`config.mk`:
```
export PLATFORM = sky130hd
export DESIGN_NAME = ping_pong_seven_seg_driver
export DESIGN_NICKNAME = d
export VERILOG_FILES = /design/src/rtl/seven_seg_pkg.sv /design/src/rtl/seven_seg_decoder.sv /design/src/rtl/ping_pong_seven_seg_driver.sv
export SDC_FILE = /design/constraint.sdc
export NUM_CORES = 1
export LEC_CHECK = 0
export ABC_AREA = 0
export CORE_ASPECT_RATIO = 1.75
export CORE_MARGIN = 2
export CORE_UTILIZATION = 62
export CTS_BUF_LIST = sky130_fd_sc_hd__clkbuf_4
export DETAILED_ROUTE_END_ITERATION = 12
export GPL_TIMING_DRIVEN = 0
export PLACE_DENSITY_LB_ADDON = 0.05
export SYNTH_ARGS = -nofsm -noshare
export SYNTH_HDL_FRONTEND = slang
export SYNTH_SLANG_ARGS = --single-unit
```
`constraint.sdc`:
```
create_clock -name clk -period 6.35 [get_ports clk]
set_input_delay 0.635 -clock clk [delete_from_list [all_inputs] [get_ports clk]]
set_output_delay 0.635 -clock clk [all_outputs]
set_load 0.05 [all_outputs]
```
`src/rtl/seven_seg_pkg.sv`:
```
// Shared 7-segment constants: active-low glyphs {g,f,e,d,c,b,a}, digit slots,
// and the subtract-ten decimal split used by the display drivers.
package seven_seg_pkg;

    localparam logic [6:0] GLYPH_0     = 7'b1000000;
    localparam logic [6:0] GLYPH_1     = 7'b1111001;
    localparam logic [6:0] GLYPH_2     = 7'b0100100;
    localparam logic [6:0] GLYPH_3     = 7'b0110000;
    localparam logic [6:0] GLYPH_4     = 7'b0011001;
    localparam logic [6:0] GLYPH_5     = 7'b0010010;
    localparam logic [6:0] GLYPH_6     = 7'b0000010;
    localparam logic [6:0] GLYPH_7     = 7'b1111000;
    localparam logic [6:0] GLYPH_8     = 7'b0000000;
    localparam logic [6:0] GLYPH_9     = 7'b0010000;
    localparam logic [6:0] GLYPH_UP    = 7'b0011100;
    localparam logic [6:0] GLYPH_DOWN  = 7'b0100011;
    localparam logic [6:0] GLYPH_BLANK = 7'b1111111;

    localparam logic [1:0] DIG_ONES   = 2'd0;
    localparam logic [1:0] DIG_TENS   = 2'd1;
    localparam logic [1:0] DIG_DIR_LO = 2'd2;
    localparam logic [1:0] DIG_DIR_HI = 2'd3;

    localparam logic [3:0] AN_OFF      = 4'b1111;
    localparam logic [3:0] DIGIT_BLANK = 4'd15;

    // Values 0..15 only need a single conditional subtract, no divider.
    function automatic logic [3:0] ones_digit(input logic [3:0] v);
        if (v >= 4'd10) begin
            return v - 4'd10;
        end else begin
            return v;
        end
    endfunction

    function automatic logic [3:0] tens_digit(input logic [3:0] v);
        if (v >= 4'd10) begin
            return 4'd1;
        end else begin
            return 4'd0;
        end
    endfunction

endpackage

```
`src/rtl/seven_seg_decoder.sv`:
```
// Combinational BCD digit to active-low 7-segment glyph; non-decimal codes go dark.
module seven_seg_decoder
    import seven_seg_pkg::*;
(
    input  logic [3:0] digit_i,
    output logic [6:0] seg_o
);

    // Glyph lookup
    always_comb begin
        seg_o = GLYPH_BLANK;
        case (digit_i)
            4'd0:    seg_o = GLYPH_0;
            4'd1:    seg_o = GLYPH_1;
            4'd2:    seg_o = GLYPH_2;
            4'd3:    seg_o = GLYPH_3;
            4'd4:    seg_o = GLYPH_4;
            4'd5:    seg_o = GLYPH_5;
            4'd6:    seg_o = GLYPH_6;
            4'd7:    seg_o = GLYPH_7;
            4'd8:    seg_o = GLYPH_8;
            4'd9:    seg_o = GLYPH_9;
            default: seg_o = GLYPH_BLANK;
        endcase
    end

endmodule

```
`src/rtl/ping_pong_seven_seg_driver.sv`:
```
// 4-digit multiplexed common-anode display of a ping-pong count (digits 1:0) and
// its direction glyph (digits 3:2); inputs are latched once per scan frame.
module ping_pong_seven_seg_driver
    import seven_seg_pkg::*;
#(
    parameter int SCAN_PERIOD = 100000,
    parameter int CNT_W       = (SCAN_PERIOD > 1) ? $clog2(SCAN_PERIOD) : 1
) (
    input  logic       clk,
    input  logic       rst,
    input  logic [3:0] value,
    input  logic       direction,
    input  logic       blank,
    output logic [3:0] an,
    output logic [6:0] seg,
    output logic       dp
);

    localparam logic [CNT_W-1:0] CNT_LAST = CNT_W'(SCAN_PERIOD - 1);

    logic [CNT_W-1:0] cnt_q, cnt_d;
    logic [1:0]       idx_q, idx_d;
    logic [3:0]       shadow_val_q, shadow_val_d;
    logic             shadow_dir_q, shadow_dir_d;
    logic [3:0]       an_q, an_d;
    logic [6:0]       seg_q, seg_d;
    logic             dp_q;
    logic             wrap_s;
    logic             snap_s;
    logic [3:0]       digit_s;
    logic [6:0]       dec_seg_s;

    assign wrap_s = (cnt_q == CNT_LAST);
    // Loading only on the last cycle of digit 3 keeps all four digits of a frame coherent.
    assign snap_s = wrap_s && (idx_q == DIG_DIR_HI);

    // Prescaler, scan index and frame snapshot next-state
    always_comb begin
        cnt_d        = cnt_q + CNT_W'(1);
        idx_d        = idx_q;
        shadow_val_d = shadow_val_q;
        shadow_dir_d = shadow_dir_q;
        if (wrap_s) begin
            cnt_d = {CNT_W{1'b0}};
            idx_d = idx_q + 2'd1;
        end else begin
            cnt_d = cnt_q + CNT_W'(1);
        end
        if (snap_s) begin
            shadow_val_d = value;
            shadow_dir_d = direction;
        end else begin
            shadow_val_d = shadow_val_q;
            shadow_dir_d = shadow_dir_q;
        end
    end

    // Numeric digit selected for the current scan slot
    always_comb begin
        digit_s = DIGIT_BLANK;
        case (idx_q)
            DIG_ONES: digit_s = ones_digit(shadow_val_q);
            DIG_TENS: digit_s = tens_digit(shadow_val_q);
            default:  digit_s = DIGIT_BLANK;
        endcase
    end

    seven_seg_decoder u_decoder (
        .digit_i (digit_s),
        .seg_o   (dec_seg_s)
    );

    // Anode and segment next-state
    always_comb begin
        an_d  = AN_OFF;
        seg_d = GLYPH_BLANK;
        if (blank) begin
            an_d  = AN_OFF;
            seg_d = GLYPH_BLANK;
        end else begin
            an_d = ~(4'b0001 << idx_q);
            case (idx_q)
                DIG_DIR_LO, DIG_DIR_HI: seg_d = shadow_dir_q ? GLYPH_UP : GLYPH_DOWN;
                default:                seg_d = dec_seg_s;
            endcase
        end
    end

    // State and output registers
    always_ff @(posedge clk) begin
        if (rst) begin
            cnt_q        <= {CNT_W{1'b0}};
            idx_q        <= 2'd0;
            shadow_val_q <= 4'd0;
            shadow_dir_q <= 1'b1;
            an_q         <= AN_OFF;
            seg_q        <= GLYPH_BLANK;
            dp_q         <= 1'b1;
        end else begin
            cnt_q        <= cnt_d;
            idx_q        <= idx_d;
            shadow_val_q <= shadow_val_d;
            shadow_dir_q <= shadow_dir_d;
            an_q         <= an_d;
            seg_q        <= seg_d;
            dp_q         <= 1'b1;
        end
    end

    assign an  = an_q;
    assign seg = seg_q;
    assign dp  = dp_q;

endmodule

```
==> summary.md <==
| Metric | Value |
|---|---|
| Run status | finished clean |
| Vias | between 1,500 and 2,000 |
| Clock buffer depth | 2 |
| Fill cells | 210 |
| Cell internal pwr | ~0.00032 W |
| Fin. max-slew vios | 0 |
| Clock transition at path regs | roughly 0.11 ns |
| Setup ws final | 4.04 ns |
| Met1 WL | 1.37 mm |
| Post-Layout Inst Area | about 2000 µm² |
| Min-delay src | shadow_val_q[0] |
| Die width | about 44 µm |
| Post-route ant nets | 0 |
| # port buffers | 18 |
| Final Cycle Share | between 30% and 40% |
| Top layer in use | met4 |
| H-tree depth | 2 |
| Post-DR wirelength/cell | between 10 and 15 µm |
| Logic pwr share | about 7.4% |
| Largest net degree at the start of global routing | 13 |
| CTS Sinks | 35 |
| Final #Nets | approximately 240 |
| Final setup viols | 0 |
| EDFF count, synth | 0 |
| Area after DPL | approximately 2000 µm² |
| Register Area | ~700 µm² |
| Worst hold margin | roughly 0.49 ns |
| Layout cells sized above 1 | between 10% and 20% |
| Placed Cells incl. Taps | 246 |
| Initial antenna violation count | 0 |
| Clock network power share | between 30% and 40% |
| Total global-route track usage | approximately 26% |
| Critical Path Source | idx_q[0] |
| Register area share after synthesis | 40.3% |
| CTS tree | done |
| Startpoint Class | register |
| DR iter-0 viols | 31 |
| Endpoints failing hold | 0 |
| Mapped Avg Cell Area | about 8.7 µm² |
| Critical Path End Type | register |
| Max-capacitance violation count | 0 |
| Slew @ Worst Pin | approximately 0.54 ns |
| Routed met2 length | between 2 and 2.5 mm |
| Yosys warning total | 0 |
| Setup TNS | 0 ns |
| Clock latency at the later pin of the worst-skew pair | 0.35 ns |
| Cell count after synthesis | 201 |
| VDD IR-drop max | 0.206 mV |
| Reg-to-reg startpoint | idx_q[0] |
| Via-to-Cell Ratio | roughly 5.9 |
| Chip Height | approximately 74 µm |
| Drt pass-1 iters | 4 |
| Clock root buffer | clkbuf_4 |
| # IOs | 20 |
| Net Sw Frac | 23.6% |
| Synth async-reset ratio | 0% |
| Area Overhead vs Synth | 17.0% |
| #FFs+latches synth | 35 |
| CTS Hold Bufs | 0 |
| Worst min-delay path class | register to register |
| Die area | roughly 3300 µm² |
| DR WL met3 | ~110 µm |
| Pwr/cell area | a little over 200 nW/µm² |
| Core Footprint | around 2700 µm² |
| HPWL after detailed placement | 2.92 mm |
| Slew HR | between 60% and 70% |
| Initial core utilization | roughly 65% |
| Synth Net Count | between 200 and 250 |
| Multi-input gate area | just over 900 µm² |
| DRC Markers | 0 |
| Peak Freq | 432 MHz |
| Leakage | between 0.7 and 0.8 nW |
| Final Non-Filler Cells | 254 |
| First-pass GRT wire length | between 6 and 7 mm |
| Vias in the first global route | ~1,400 |
| WL final | between 3 and 4 mm |
| Final min period | around 2.3 ns |
| Total grt overflow | 0 |
| Most common cell after layout, fill and taps aside | dfxtp_1 |
| CTS Buf Count | 5 |
| Worst-path maximum fanout | 10 |
| Quantity of gates resized following cts | 0 |
| Crit path kind | register to register |
| FP Rows | 25 |
| Worst EP arrival | 2.56 ns |
| Postcts setup bufs | 0 |
| Sequential share of power | a little over half |
| Unrepaired setup endpoints after global routing | false |
| Cell Area, Synth | 1740 µm² |
| Top_reg_cell synth | dfxtp_1 |
| RePlAce Congestion | slightly below 0.8 |
| Sw power | approximately 0.0001 W |
| Unique cell type count in the Yosys netlist | 45 |
| Post-Place Worst Slack | just under 4 ns |
| Worst path required time | 6.60 ns |
| Most frequent cells in the layout | dfxtp_1 (35), nor2_1 (19), clkdlybuf4s50_1 (18), nand2_1 (14), a21oi_1 (12) |
| Antenna cells | 0 |
| Clock skew | 0.0120 ns |
-- cell usage after synthesis, types with 4 or more instances --
cell / n / share of area (%)
dfxtp_1: 35 / 40
o21ai_0: 7 / 2.0
nand2_1: 14 / 3.0
or3_1: 4 / 1.4
xor2_1: 5 / 2.5
nor2_1: 19 / 4.1
nand4_1: 8 / 2.9
ha_1: 7 / 5.0
o31ai_1: 4 / 1.7
nand3_1: 10 / 2.9
a21oi_1: 12 / 3.5
xnor2_1: 7 / 3.5
inv_1: 10 / 2.2
a31o_2: 4 / 2.0
buf_2: 4 / 1.2
-- stage by stage --
stage	utilization, %	total power, W
after CTS	75.7	0.000420
after floorplan	-	0.000250
after global placement	72.7	0.000261
final	75.7	0.000418
after detailed placement	72.7	0.000262
after global routing	75.7	0.000429
-- registers in the layout, indices dropped and copies added (netlist names) --
signal and flops:
idx_q 2, cnt_q 17, shadow_val_q 4, shadow_dir_q 1
an 4, seg 7
-- routing by layer --
layer / up-vias / GRT usage [%]
li1: 765 / -
met1: 691 / 22.8
met2: 36 / 49.8
met3: 11 / 5.10
met4: 0 / 15.5
met5: - / 0
-- power by group through the flow --
stage	clock (W)	combinational, W	sequential, W
floorplan	0	0.0000107	0.000239
global placement	0	0.0000303	0.000231
detailed placement	0	0.0000310	0.000231
CTS	0.000163	0.0000311	0.000226
global route	0.000170	0.0000328	0.000227
finish	0.000160	0.0000309	0.000226
-- cell families (layout without fill, tap and decap cells) --
logic type                 after synthesis  in the layout  synth area share (%)
and+or+nand+nor                         80             80                  24.8
AOI/OAI and AO/OA                       44             44                  16.8
DFF                                     35             35                  40.3
buffers and inverters                   21             47                  6.33
xor gates and xnor gates                12             12                  6.04
adders and majority gates                7              7                  5.03
other                                    1              1                 0.215
muxes                                    1              1                 0.575
-- area by class of cell --
cell class	instances	area share [%]
multi-input combinational	145	45.7
timing repair buffer	18	8.85
inverter	10	1.84
tap	27	1.66
clock inverter	3	2.15
buffer	11	3.56
clock buffer	5	1.84
sequential	35	34.4
-- path summary, 6_finish.rpt --
check | cells after the start | slack, ns | endpoint
setup / recovery | 9 | 4.04 | seg[5]
hold / removal | 2 | 0.49 | shadow_val_q[0]
setup reg to reg | 9 | 4.04 | seg[5]
hold reg to reg | 2 | 0.49 | shadow_val_q[0]
-- critical path, cell delays in order, from the launching register on --
cell and delay, ns:
dfxtp_1 0.35, inv_1 0.11, ha_1 0.16, buf_2 0.20
nor2_1 0.13, and3b_1 0.31, inv_1 0.10, ha_1 0.21
or3_1 0.38, a31o_2 0.25
Note: power is estimated with default switching activity, not from simulation.
